$ cat config.mk
export PLATFORM = sky130hd
export DESIGN_NAME = serial_adder_flat
export DESIGN_NICKNAME = d
export VERILOG_FILES = /design/src/rtl/ottobit_arith_pkg.sv /design/src/rtl/serial_adder_if.sv /design/src/rtl/digit_adder.sv /design/src/rtl/full_adder.sv /design/src/rtl/serial_adder.sv /design/src/flat_wrapper.sv
export SDC_FILE = /design/constraint.sdc
export NUM_CORES = 1
export LEC_CHECK = 0
export CAP_MARGIN = 20
export CORE_MARGIN = 2
export CORE_UTILIZATION = 55
export CTS_BUF_LIST = sky130_fd_sc_hd__clkbuf_2 sky130_fd_sc_hd__clkbuf_4 sky130_fd_sc_hd__clkbuf_8
export DETAILED_ROUTE_END_ITERATION = 8
export PLACE_DENSITY_LB_ADDON = 0.25
export SLEW_MARGIN = 0
export SYNTH_ARGS = -nofsm -noshare
export SYNTH_HDL_FRONTEND = slang
export SYNTH_SLANG_ARGS = --single-unit
$ cat constraint.sdc
create_clock -name clk -period 5.7 [get_ports clk]
set_clock_uncertainty 0.15 [all_clocks]
set_input_delay 1.71 -clock clk [delete_from_list [all_inputs] [get_ports clk]]
set_output_delay 1.71 -clock clk [all_outputs]
set_load 0.02 [all_outputs]
$ cat src/rtl/ottobit_arith_pkg.sv
// ottobit_arith_pkg: shared FSM encoding and elaboration helpers for the Ottobit arithmetic blocks
package ottobit_arith_pkg;
  typedef enum logic [1:0] {
    S_IDLE = 2'd0,
    S_RUN  = 2'd1,
    S_DONE = 2'd2
  } state_t;
  function automatic int clog2(input int n);
    int r;
    r = 0;
    for (int i = 0; i < 31; i++) if ((1 << i) < n) r = i + 1;
    return r;
  endfunction
endpackage

$ cat src/rtl/serial_adder_if.sv
// serial_adder_if: start/ready/done handshake, operands and flagged result of the serial adder
interface serial_adder_if #(parameter int WIDTH = 8);
  logic start, cin, sub, ready, busy, done, cout, ovf;
  logic [WIDTH-1:0] a, b, sum;
  modport master (output start, a, b, cin, sub, input ready, busy, done, sum, cout, ovf);
  modport slave (input start, a, b, cin, sub, output ready, busy, done, sum, cout, ovf);
endinterface

$ cat src/rtl/digit_adder.sv
// digit_adder: DIGIT-bit ripple adder built from full_adder cells
module digit_adder #(parameter int DIGIT = 2) (
  input  logic [DIGIT-1:0] x,
  input  logic [DIGIT-1:0] y,
  input  logic             ci,
  output logic [DIGIT-1:0] s,
  output logic             co
);
  logic [DIGIT:0] c;
  assign c[0] = ci;
  for (genvar i = 0; i < DIGIT; i++) begin : g_fa
    full_adder u_fa (.x(x[i]), .y(y[i]), .ci(c[i]), .s(s[i]), .co(c[i+1]));
  end
  assign co = c[DIGIT];
endmodule

$ cat src/rtl/full_adder.sv
// full_adder: single-bit full adder cell
module full_adder (
  input  logic x,
  input  logic y,
  input  logic ci,
  output logic s,
  output logic co
);
  assign s = x ^ y ^ ci;
  assign co = (x & y) | (ci & (x ^ y));
endmodule

$ cat src/rtl/serial_adder.sv
// serial_adder: multi-cycle add/subtract processing DIGIT bits per clock with carry-out and signed overflow
module serial_adder
  import ottobit_arith_pkg::*;
#(
  parameter int WIDTH = 8,
  parameter int DIGIT = 2
) (
  input logic clk,
  input logic rst,
  serial_adder_if.slave bus
);
  localparam int NDIG = WIDTH / DIGIT;
  localparam int CW = clog2(NDIG) < 1 ? 1 : clog2(NDIG);
  state_t state, state_n;
  logic [WIDTH-1:0] a_sh, b_sh, res, res_n;
  logic [CW-1:0] cnt;
  logic [DIGIT-1:0] d;
  logic carry, c, a_msb, b_msb, last;
  digit_adder #(.DIGIT(DIGIT)) u_dig (
    .x(a_sh[DIGIT-1:0]), .y(b_sh[DIGIT-1:0]), .ci(carry), .s(d), .co(c)
  );
  // result digits enter at the top and drift down, so after NDIG steps the LSB digit sits at bit 0
  assign res_n = WIDTH'({d, res} >> DIGIT);
  assign last = cnt == CW'(NDIG - 1);
  always_ff @(posedge clk or posedge rst)
    if (rst) state <= S_IDLE;
    else state <= state_n;
  always_comb
    state_n = state == S_IDLE ? (bus.start ? S_RUN : S_IDLE) :
              state == S_RUN  ? (last ? S_DONE : S_RUN) : S_IDLE;
  always_ff @(posedge clk or posedge rst)
    if (rst) begin
      a_sh <= '0;
      b_sh <= '0;
      res <= '0;
      cnt <= '0;
      carry <= 1'b0;
      a_msb <= 1'b0;
      b_msb <= 1'b0;
      bus.sum <= '0;
      bus.cout <= 1'b0;
      bus.ovf <= 1'b0;
    end else if (state == S_IDLE && bus.start) begin
      // subtraction is A + ~B + !borrow, so the effective B and carry are folded in here
      a_sh <= bus.a;
      b_sh <= bus.sub ? ~bus.b : bus.b;
      carry <= bus.cin ^ bus.sub;
      a_msb <= bus.a[WIDTH-1];
      b_msb <= bus.b[WIDTH-1] ^ bus.sub;
      cnt <= '0;
    end else if (state == S_RUN) begin
      a_sh <= a_sh >> DIGIT;
      b_sh <= b_sh >> DIGIT;
      carry <= c;
      cnt <= cnt + CW'(1);
      res <= res_n;
      if (last) begin
        bus.sum <= res_n;
        bus.cout <= c;
        bus.ovf <= (a_msb == b_msb) && (res_n[WIDTH-1] != a_msb);
      end
    end
  assign bus.ready = state == S_IDLE;
  assign bus.busy = state == S_RUN;
  assign bus.done = state == S_DONE;
endmodule

$ cat src/flat_wrapper.sv
// flat-port wrapper written by rule: the top's interface ports become plain ports
module serial_adder_flat import ottobit_arith_pkg::*;
#(
  parameter int WIDTH = 8,
  parameter int DIGIT = 2
)
  (clk, rst, bus_start, bus_a, bus_b, bus_cin, bus_sub, bus_ready, bus_busy, bus_done, bus_sum, bus_cout, bus_ovf);
  serial_adder_if #(.WIDTH(WIDTH)) bus_i ();
  input logic clk;
  input logic rst;
  input wire logic [$bits(bus_i.start)-1:0] bus_start;
  input wire logic [$bits(bus_i.a)-1:0] bus_a;
  input wire logic [$bits(bus_i.b)-1:0] bus_b;
  input wire logic [$bits(bus_i.cin)-1:0] bus_cin;
  input wire logic [$bits(bus_i.sub)-1:0] bus_sub;
  output wire logic [$bits(bus_i.ready)-1:0] bus_ready;
  output wire logic [$bits(bus_i.busy)-1:0] bus_busy;
  output wire logic [$bits(bus_i.done)-1:0] bus_done;
  output wire logic [$bits(bus_i.sum)-1:0] bus_sum;
  output wire logic [$bits(bus_i.cout)-1:0] bus_cout;
  output wire logic [$bits(bus_i.ovf)-1:0] bus_ovf;
  assign bus_i.start = bus_start;
  assign bus_i.a = bus_a;
  assign bus_i.b = bus_b;
  assign bus_i.cin = bus_cin;
  assign bus_i.sub = bus_sub;
  assign bus_ready = bus_i.ready;
  assign bus_busy = bus_i.busy;
  assign bus_done = bus_i.done;
  assign bus_sum = bus_i.sum;
  assign bus_cout = bus_i.cout;
  assign bus_ovf = bus_i.ovf;
  serial_adder #(.WIDTH(WIDTH), .DIGIT(DIGIT)) u_core (.clk(clk), .rst(rst), .bus(bus_i));
endmodule
==> impl_metrics.csv, run 1 <==
group,metric,value,unit
setup_path,r2r_setup_slack,3.54,ns
setup_path,r2r-start,"u_core.b_sh[0]$_DFFE_PP0P_",
synthesis,syn_nets,187,
global_route,met1_usage,0.244,
placed_design,place_area,2070,um2
floorplan,start_util,0.576,
placed_design,port_buffers,33,
cells_and_area,layout-drive-gt1-share,0.117,
floorplan,chipHeight,60.3,um
global_route,grt_max_degree,40,
cells_and_area,nets,220,
setup_path,startpoint_type,"flip-flop",
global_route,use_met3,0.0649,
floorplan,die_area,3640,um2
drt,vias_per_cell,5.17,
setup_path,path_max_fanout,19,
synthesis,syn_inst,163,
drt,first_pass_iters,4,
clocking,cts_buffers,5,
cells_and_area,design_area,2160,um2
clocking,clockBufferDepth,2,
synthesis,synth.avg_cell_area,10.7,um2
synthesis,ys_warn_count,0,
synthesis,synth-seq-cells,39,
power_and_ir_drop,pwr-share-comb,0.423,
floorplan,fp-row-count,20,
timing,setup-violations-final,0,
drt,routedWlPerCell,13.3,um
global_route,grt_busiest_layer,"met2",
setup_path,critPathKind,"reg -> out",
global_route,use_met2,0.360,
placed_design,place_congestion,0.776,
timing,worstMarginPinSlew,0.952,ns
timing,slew_violations,0,
worst_hold_path,min_from,"u_core.a_sh[5]$_DFFE_PP0P_",
worst_hold_path,hp-class,"reg -> reg",
synthesis,synth_compound_area_frac,0.101,
synthesis,synth_top_family_by_area,"simple AND/OR/NAND/NOR gates",
timing,fin_tns_setup,0,ns
power_and_ir_drop,seqPwrFrac,0.409,
drt,num_vias,1246,
synthesis,synth_edf_count,0,
clocking,clk_latency,0.35,ns
drt,drt-total-wl,3210,um
synthesis,synth_cell_type_count,32,
timing,fin_crit_sh,0.740,
synthesis,seq_area_frac_synth,0.560,
floorplan,pin_count,34,
clocking,cts_tree,"built",
clocking,htreeDepth,2,
synthesis,netlist_area,1740,um2
setup_path,end_kind,"output port",
global_route,antenna_found_initial,0,
setup_path,worstPathRequired,3.84,ns
cells_and_area,syn_to_final_growth,23.8,%
global_route,grt_pass1_vias,1265,
timing,period_minus_slack,4.22,ns
setup_path,crit_chain,"nand2b_1 -> inv_2 -> clkdlybuf4s50_1",
setup_path,worstPathArrival,2.36,ns
timing,max_freq,0.237,GHz
clocking,clk_pin_slew,0.12,ns
power_and_ir_drop,powerDensity,533,nW/um2
timing,rsz0062_at_grt,"false",
synthesis,ys_async_sr_fraction,1.00,
clocking,cts_resized,0,
power_and_ir_drop,p_int,0.717,mW
drt,first_iter_violations,59,
clocking,cts_setup_buffers,0,
global_route,grt_first_pass_wirelength,5470,um
floorplan,core_area,3030,um2
setup_path,critPathSlowestCell,"clkdlybuf4s50_1",
floorplan,fp.dieW,60.3,um
timing,slew_headroom,0.364,
clocking,cts-root-buf,"clkbuf_4",
synthesis,synth-xor-area-share,0.0452,
timing,timing.hold.ws,0.338,ns
flow_run,drv_cap,0,
timing,hold_violations,0,
synthesis,synth_mux_area_frac,0.0452,
power_and_ir_drop,p_sw_frac,0.377,
power_and_ir_drop,p_sw,0.433,mW
drt,ant_nets,0,
power_and_ir_drop,irDropWorstVdd,0.260,mV
drt,drc_errors,0,
cells_and_area,fill_cells,236,
global_route,grtUsageTotal,0.212,
setup_path,critPathLaunch,"u_core.state[1]$_DFF_PP0_",
clocking,cts.sinks,39,
clocking,hold_buffers,0,
cells_and_area,final_cell_count_no_fill,241,
synthesis,synth_simple_gate_area_share,0.162,
power_and_ir_drop,clockPowerShare,0.168,
global_route,overflow,0,
cells_and_area,postLayoutCoreUtil,0.712,
outcome,status,"completed",
synthesis,synth-main-ff-cell,"dfrtp_1",
synthesis,synth-adder-area-share,0.0302,
placed_design,dp.cells,233,
power_and_ir_drop,leakage,1.01,nW
setup_path,slowest_delay,0.67,ns
cells_and_area,diodes,0,
critical path: cells and delay by family, from the launching register on:
kind          cells  cell delay, ns
flops             1            0.45
buf+inv           2            1.10
simple gates      1            0.46
registers in the layout (all words and copies together), names as in the netlist, 2 cells and up:
signal	flops
u_core.a_sh	8
u_core.b_sh	8
u_core.bus.sum	8
u_core.res	6
u_core.cnt	2
u_core.state	2
final cells by class:
class | count | area (um2) | area share
clock buffer | 6 | 51.3 | 0.0238
clock inverter | 2 | 35.0 | 0.0162
inverter | 8 | 30.0 | 0.0139
multi-input combinational | 107 | 667 | 0.309
sequential | 39 | 976 | 0.452
tap | 44 | 55.1 | 0.0255
timing repair buffer | 35 | 343 | 0.159
synthesized netlist by cell type (2+ instances only):
cell | number | area [um2]
xnor2_1 | 6 | 52.6
a221o_1 | 5 | 50.1
mux2_2 | 7 | 78.8
a22oi_1 | 6 | 45.0
buf_2 | 5 | 25.0
inv_1 | 7 | 26.3
buf_6 | 2 | 22.5
o21ai_0 | 7 | 35.0
nor2_1 | 6 | 22.5
dfrtp_1 | 39 | 976
fa_1 | 2 | 40.0
nand2_1 | 46 | 173
nand3_1 | 4 | 20.0
xor2_1 | 3 | 26.3
per-stage QoR:
stage	power, mW	setup WS [ns]
5_1_grt	1.24	1.31
3_3_place_gp	0.938	1.95
4_1_cts	1.16	1.46
6_report	1.15	1.48
3_5_place_dp	0.970	1.87
2_1_floorplan	0.817	2.87
layout by cell type (no fill, tap or decap), types with 2 or more instances in the layout:
cell	Yosys	final
nand2_1	46	46
dfrtp_1	39	39
clkdlybuf4s50_1	0	33
mux2_2	7	7
o21ai_0	7	7
inv_1	7	7
a22oi_1	6	6
xnor2_1	6	6
nor2_1	6	6
a221o_1	5	5
clkbuf_4	0	5
nand3_1	4	4
xor2_1	3	3
fa_1	2	2
per-layer routing:
metal / vias up / share of wire
met2: 42 / 0.52
met4: 0 / 0.019
met3: 7 / 0.066
li1: 607 / -
met5: - / 0
met1: 590 / 0.40
worst paths after layout:
check	depth (start not counted)	end
max in group asynchronous	3	u_core.b_msb$_DFFE_PP0P_
worst min register to register	2	u_core.a_sh[5]$_DFFE_PP0P_
worst max register to register	5	u_core.bus.ovf$_DFFE_PP0P_
worst min-delay path	2	u_core.a_sh[5]$_DFFE_PP0P_
worst max-delay path	3	bus_busy
min in group asynchronous	3	u_core.bus.sum[2]$_DFFE_PP0P_
power by group through the flow:
stage,Clock (mW),Sequential (mW),Combinational [mW]
6_report,0.193,0.470,0.486
4_1_cts,0.196,0.472,0.495
5_1_grt,0.208,0.488,0.548
2_1_floorplan,0,0.496,0.321
3_5_place_dp,0,0.478,0.492
3_3_place_gp,0,0.469,0.469
kinds of logic (layout without fill, tap and decap cells):
family | Yosys count | count (layout)
compound gates | 24 | 24
xor+xnor | 9 | 9
fa+ha+maj | 3 | 3
buf+inv | 17 | 51
flops | 39 | 39
mux | 7 | 7
simple gates | 64 | 64
Note: power is estimated with default switching activity, not from simulation.
==> run 2: changes to the inputs <==
CORE_UTILIZATION = 48   (was 55)
clock period = 3.5 ns   (was 5.7 ns; I/O delays follow)
==> impl_metrics.csv, run 2 (synthesized netlist as in run 1, its figures left out) <==
group,metric,value,unit
power_and_ir_drop,powerDensity,837,nW/um2
timing,worstMarginPinSlew,0.595,ns
flow_run,drv_cap,0,
timing,period_minus_slack,3.10,ns
cells_and_area,top_regs,"u_core.a_sh x8, u_core.b_sh x8, u_core.bus.sum x8",
timing,setup-violations-final,0,
cells_and_area,final_cell_count_no_fill,244,
global_route,grt_max_degree,40,
global_route,antenna_found_initial,0,
timing,fin_tns_setup,0,ns
clocking,hold_buffers,0,
timing,fin_crit_sh,0.887,
clocking,clockBufferDepth,2,
power_and_ir_drop,seqPwrFrac,0.427,
global_route,overflow,0,
clocking,htreeDepth,2,
clocking,cts_resized,0,
setup_path,worstPathRequired,2.30,ns
power_and_ir_drop,clockPowerShare,0.128,
power_and_ir_drop,irDropWorstVdd,0.335,mV
setup_path,r2r-end,"u_core.bus.ovf$_DFFE_PP0P_",
timing,max_freq,0.322,GHz
worst_hold_path,holdPathStages,2,
clocking,cts_buffers,5,
drt,first_iter_violations,58,
timing,slew_violations,0,
floorplan,fp-row-count,21,
worst_hold_path,whs_endpoint,"u_core.res[2]$_DFFE_PP0P_",
worst_hold_path,hp-class,"reg -> reg",
timing,setup_ws,0.395,ns
clocking,cts_setup_buffers,0,
cells_and_area,design_area,2150,um2
cells_and_area,syn_to_final_growth,23.2,%
clocking,cts-root-buf,"clkbuf_4",
outcome,status,"completed",
floorplan,core_area,3420,um2
cells_and_area,fill_cells,303,
timing,rsz0062_at_grt,"false",
setup_path,critPathKind,"reg -> out",
setup_path,worstPathArrival,1.90,ns
drt,num_vias,1279,
setup_path,r2r-start,"u_core.b_sh[0]$_DFFE_PP0P_",
floorplan,fp.dieW,64.3,um
placed_design,place_congestion,0.751,
drt,drc_errors,0,
global_route,grtUsageTotal,0.182,
drt,vias_per_cell,5.24,
clocking,clk_pin_slew,0.11,ns
drt,first_pass_iters,4,
power_and_ir_drop,pwr-share-comb,0.445,
placed_design,dp_slack,0.767,ns
worst_hold_path,min_from,"u_core.res[2]$_DFFE_PP0P_",
drt,ant_nets,0,
power_and_ir_drop,p_sw_frac,0.384,
floorplan,die_area,4130,um2
power_and_ir_drop,leakage,1.00,nW
floorplan,pin_count,34,
clocking,cts_tree,"built",
cells_and_area,layout-drive-gt1-share,0.121,
power_and_ir_drop,p_int,1.11,mW
drt,drt-total-wl,3210,um
cells_and_area,layout_common_cells,"nand2_1, dfrtp_1, clkdlybuf4s50_1",
clocking,cts.sinks,39,
global_route,grt_first_pass_wirelength,5710,um
cells_and_area,final_common_cell,"nand2_1",
setup_path,worstRegToRegCells,5,
setup_path,startpoint_type,"flip-flop",
placed_design,place_area,2090,um2
cells_and_area,diodes,0,
power_and_ir_drop,p_sw,0.689,mW
setup_path,r2r_setup_slack,1.37,ns
global_route,grt_pass1_vias,1289,
floorplan,start_util,0.510,
setup_path,end_kind,"output port",
cells_and_area,nets,222,
timing,slew_headroom,0.604,
clocking,clk_latency,0.34,ns
setup_path,path_max_fanout,19,
floorplan,chipHeight,64.3,um
timing,timing.hold.ws,0.340,ns
drt,routedWlPerCell,13.2,um
timing,hold_violations,0,
placed_design,hpwl,2270,um
placed_design,port_buffers,33,
placed_design,dp.cells,237,
[run 2: changes by cell type in the layout (fill, tap and decap cells not counted), sizes merged]
cell / delta
buf: +2
bufinv: -1
[run 2: stage by stage]
stage,power [mW],utilization
floorplan,1.33,-
global placement,1.55,0.612
detailed placement,1.59,0.612
CTS,1.82,0.629
global route,1.95,0.629
finish,1.80,0.629
[run 2: worst max path at each step]
stage,endpoint,slack [ns],start,cells past startpoint
final,bus_busy,0.40,u_core.state[1]$_DFF_PP0_,3
after global placement,bus_busy,0.79,u_core.state[1]$_DFF_PP0_,3
after detailed placement,u_core.b_sh[2]$_DFFE_PP0P_,0.77,bus_start,4
after global routing,bus_busy,0.28,u_core.state[1]$_DFF_PP0_,3
after floorplan,bus_busy,1.33,u_core.state[1]$_DFF_PP0_,4
after CTS,bus_busy,0.38,u_core.state[1]$_DFF_PP0_,3
[run 2: layout make-up]
cell class | count | area, um2 | share of cell area
Clock buffer | 6 | 51.3 | 0.0239
Multi-Input combinational cell | 107 | 667 | 0.311
Clock inverter | 1 | 5.00 | 0.00233
Sequential cell | 39 | 976 | 0.455
Timing Repair Buffer | 37 | 360 | 0.168
Tap cell | 46 | 57.6 | 0.0268
Inverter | 8 | 30.0 | 0.0140
[run 2: per-layer routing]
metal,up-vias,GRT usage,wire length [um]
li1,604,-,-
met1,624,0.213,1360
met2,41,0.310,1580
met3,10,0.0475,191
met4,0,0.0878,81
met5,-,0,0
[run 2: power by group through the flow]
stage               Sequential, mW  Clock [mW]  Combinational [mW]
detailed placement           0.778           0               0.811
finish                       0.767       0.230               0.800
CTS                          0.767       0.237               0.814
global placement             0.762           0               0.791
global route                 0.789       0.262               0.899
floorplan                    0.808           0               0.522
[run 2: critical path, stage by stage, from the launching register on]
cell and delay, ns:
dfrtp_1 0.44, nand2b_1 0.19, inv_2 0.27, clkdlybuf4s50_1 0.67
==> run 3: changes to the inputs <==
ABC_AREA = 1   (was not set)
==> impl_metrics.csv, run 3 <==
group,metric,value,unit
timing,rsz0062_at_grt,"false",
floorplan,chipHeight,65.5,um
synthesis,synth-xor-area-share,0.00964,
flow_run,drv_cap,0,
timing,fin_tns_setup,0,ns
synthesis,synth_mux_area_frac,0,
floorplan,die_area,4290,um2
floorplan,core_area,3660,um2
clocking,cts_buffers,5,
setup_path,critPathBufInv,2,
setup_path,slowest_delay,0.63,ns
cells_and_area,top_regs,"u_core.a_sh x8, u_core.b_sh x8, u_core.bus.sum x8",
drt,first_pass_iters,4,
clocking,cts.sinks,39,
cells_and_area,nets,281,
synthesis,synth-main-ff-cell,"dfrtp_1",
drt,wl_met1,1560,um
setup_path,startpoint_type,"flip-flop",
synthesis,ys_warn_count,0,
floorplan,fp-row-count,22,
global_route,grt_pass1_vias,1386,
drt,routedWlPerCell,11.0,um
global_route,grtUsageTotal,0.185,
worst_hold_path,min_from,"u_core.cnt[1]$_DFFE_PP0P_",
power_and_ir_drop,leakage,1.19,nW
global_route,antenna_found_initial,0,
clocking,htreeDepth,2,
timing,hold_violations,0,
clocking,cts_resized,0,
placed_design,port_buffers,33,
cells_and_area,final_common_cell,"nand2_1",
drt,met3_length,133,um
setup_path,r2r-start,"u_core.b_sh[0]$_DFFE_PP0P_",
clocking,hold_buffers,0,
drt,drc_errors,0,
power_and_ir_drop,clockPowerShare,0.224,
power_and_ir_drop,p_int,1.26,mW
synthesis,synth_common_cells,"nand2_1, dfrtp_1, inv_1",
power_and_ir_drop,pwr-share-comb,0.405,
drt,first_iter_violations,113,
synthesis,synth_area_leaders,"dfrtp_1, nand2_1, inv_1",
synthesis,synth_top_area_share,0.537,
cells_and_area,final_cell_count_no_fill,306,
cells_and_area,fill_cells,337,
power_and_ir_drop,irDropWorstVdd,0.558,mV
timing,slew_violations,0,
cells_and_area,design_area,2310,um2
timing,worstMarginPinSlew,0.482,ns
setup_path,r2r_setup_slack,1.53,ns
timing,fin_crit_sh,0.787,
synthesis,synth_compound_area_frac,0.0613,
drt,num_vias,1443,
synthesis,netlist_area,1820,um2
placed_design,place_area,2170,um2
outcome,status,"completed",
placed_design,place_congestion,0.788,
setup_path,critPathKind,"reg -> out",
cells_and_area,layout_common_cells,"nand2_1, dfrtp_1, clkdlybuf4s50_1",
synthesis,yosysMostFrequentCell,"nand2_1",
floorplan,fp.dieW,65.5,um
synthesis,synth_largest_area_cell,"dfrtp_1",
timing,setup-violations-final,0,
clocking,cts_setup_buffers,0,
synthesis,synth.avg_cell_area,8.22,um2
power_and_ir_drop,p_sw,0.739,mW
setup_path,path_max_fanout,5,
setup_path,worstPathArrival,1.55,ns
synthesis,synth_cell_type_count,20,
drt,dr_wl_met2,1630,um
drt,highest_layer,"met4",
placed_design,hpwl,2400,um
cells_and_area,syn_to_final_growth,27.1,%
floorplan,start_util,0.496,
synthesis,synth_simple_gate_area_share,0.280,
synthesis,synth-seq-cells,39,
drt,ant_nets,0,
timing,timing.hold.ws,0.331,ns
global_route,overflow,0,
placed_design,dp.cells,298,
global_route,grt_first_pass_wirelength,6040,um
power_and_ir_drop,seqPwrFrac,0.371,
timing,period_minus_slack,2.75,ns
cells_and_area,layout-drive-gt1-share,0.0891,
setup_path,critPathSlowestCell,"clkdlybuf4s50_1",
clocking,cts_tree,"built",
synthesis,syn_inst,221,
timing,max_freq,0.363,GHz
floorplan,pin_count,34,
clocking,clk_pin_slew,0.08,ns
synthesis,ys_async_sr_fraction,1.00,
synthesis,synth_edf_count,0,
worst_hold_path,holdPathStages,2,
clocking,clockBufferDepth,2,
clocking,clk_latency,0.29,ns
global_route,grt_max_degree,40,
clocking,cts-root-buf,"clkbuf_8",
cells_and_area,diodes,0,
power_and_ir_drop,p_sw_frac,0.370,
synthesis,synth_top_family_by_area,"simple AND/OR/NAND/NOR gates",
drt,vias_per_cell,4.72,
synthesis,seq_area_frac_synth,0.537,
timing,slew_headroom,0.679,
setup_path,end_kind,"output port",
synthesis,syn_nets,245,
worst_hold_path,whs_endpoint,"u_core.cnt[1]$_DFFE_PP0P_",
worst_hold_path,hp-class,"reg -> reg",
setup_path,crit_family,"buffers and inverters",
setup_path,r2r-end,"u_core.bus.ovf$_DFFE_PP0P_",
power_and_ir_drop,powerDensity,864,nW/um2
setup_path,worstRegToRegCells,8,
drt,drt-total-wl,3370,um
setup_path,worstPathRequired,2.30,ns
setup_path,crit_chain,"inv_2 -> nor2_2 -> clkdlybuf4s50_1",
synthesis,synth-adder-area-share,0.0289,
run 3: final cells by class:
cell class              count  area, um2  area share
inverters                  25       93.8      0.0406
repair buffers             36        353       0.153
clock inverters             2       60.1      0.0260
well taps                  48       60.1      0.0260
flip-flops and latches     39        976       0.423
clock buffers               6       76.3      0.0330
multi-input cells         150        691       0.299
run 3: worst min-delay path, cell delays in order, from the launching register on:
cell     delay (ns)
dfrtp_1        0.35
nand2_1        0.05
nand2_1        0.05
run 3: logic make-up after synthesis:
family                   after synthesis
XOR/XNOR                               2
AND/OR/NAND/NOR                      128
adder cells (fa/ha/maj)                3
flip-flops                            39
buffers and inverters                 32
AO/OA/AOI/OAI                         17
run 3: power by group through the flow:
stage               registers [mW]  logic [mW]  clock network [mW]
finish                       0.740       0.808               0.447
global route                 0.762       0.911               0.477
CTS                          0.742       0.820               0.456
detailed placement           0.749       0.815                   0
global placement             0.745       0.796                   0
floorplan                    0.783       0.535                   0
run 3: layer usage:
metal / vias up / global-route usage
met1: 668 / 0.236
met5: - / 0
met2: 31 / 0.309
met3: 4 / 0.0514
met4: 0 / 0.0547
li1: 740 / -
run 3: through the flow:
step | worst slack (ns) | total power [mW] | util
after CTS | 0.739 | 2.02 | 0.631
after detailed placement | 0.938 | 1.56 | 0.594
after floorplan | 1.41 | 1.32 | -
after global routing | 0.673 | 2.15 | 0.631
final | 0.745 | 2.00 | 0.631
after global placement | 0.958 | 1.54 | 0.594
run 3: worst max path at each step:
stage	from	end	slack, ns	depth (start not counted)
floorplan	rst	u_core.a_msb$_DFFE_PP0P_	1.41	1
global placement	bus_start	u_core.b_sh[1]$_DFFE_PP0P_	0.96	5
detailed placement	bus_start	u_core.a_sh[1]$_DFFE_PP0P_	0.94	5
CTS	u_core.state[0]$_DFF_PP0_	bus_busy	0.74	3
global route	u_core.state[0]$_DFF_PP0_	bus_busy	0.67	3
finish	u_core.state[0]$_DFF_PP0_	bus_busy	0.75	3
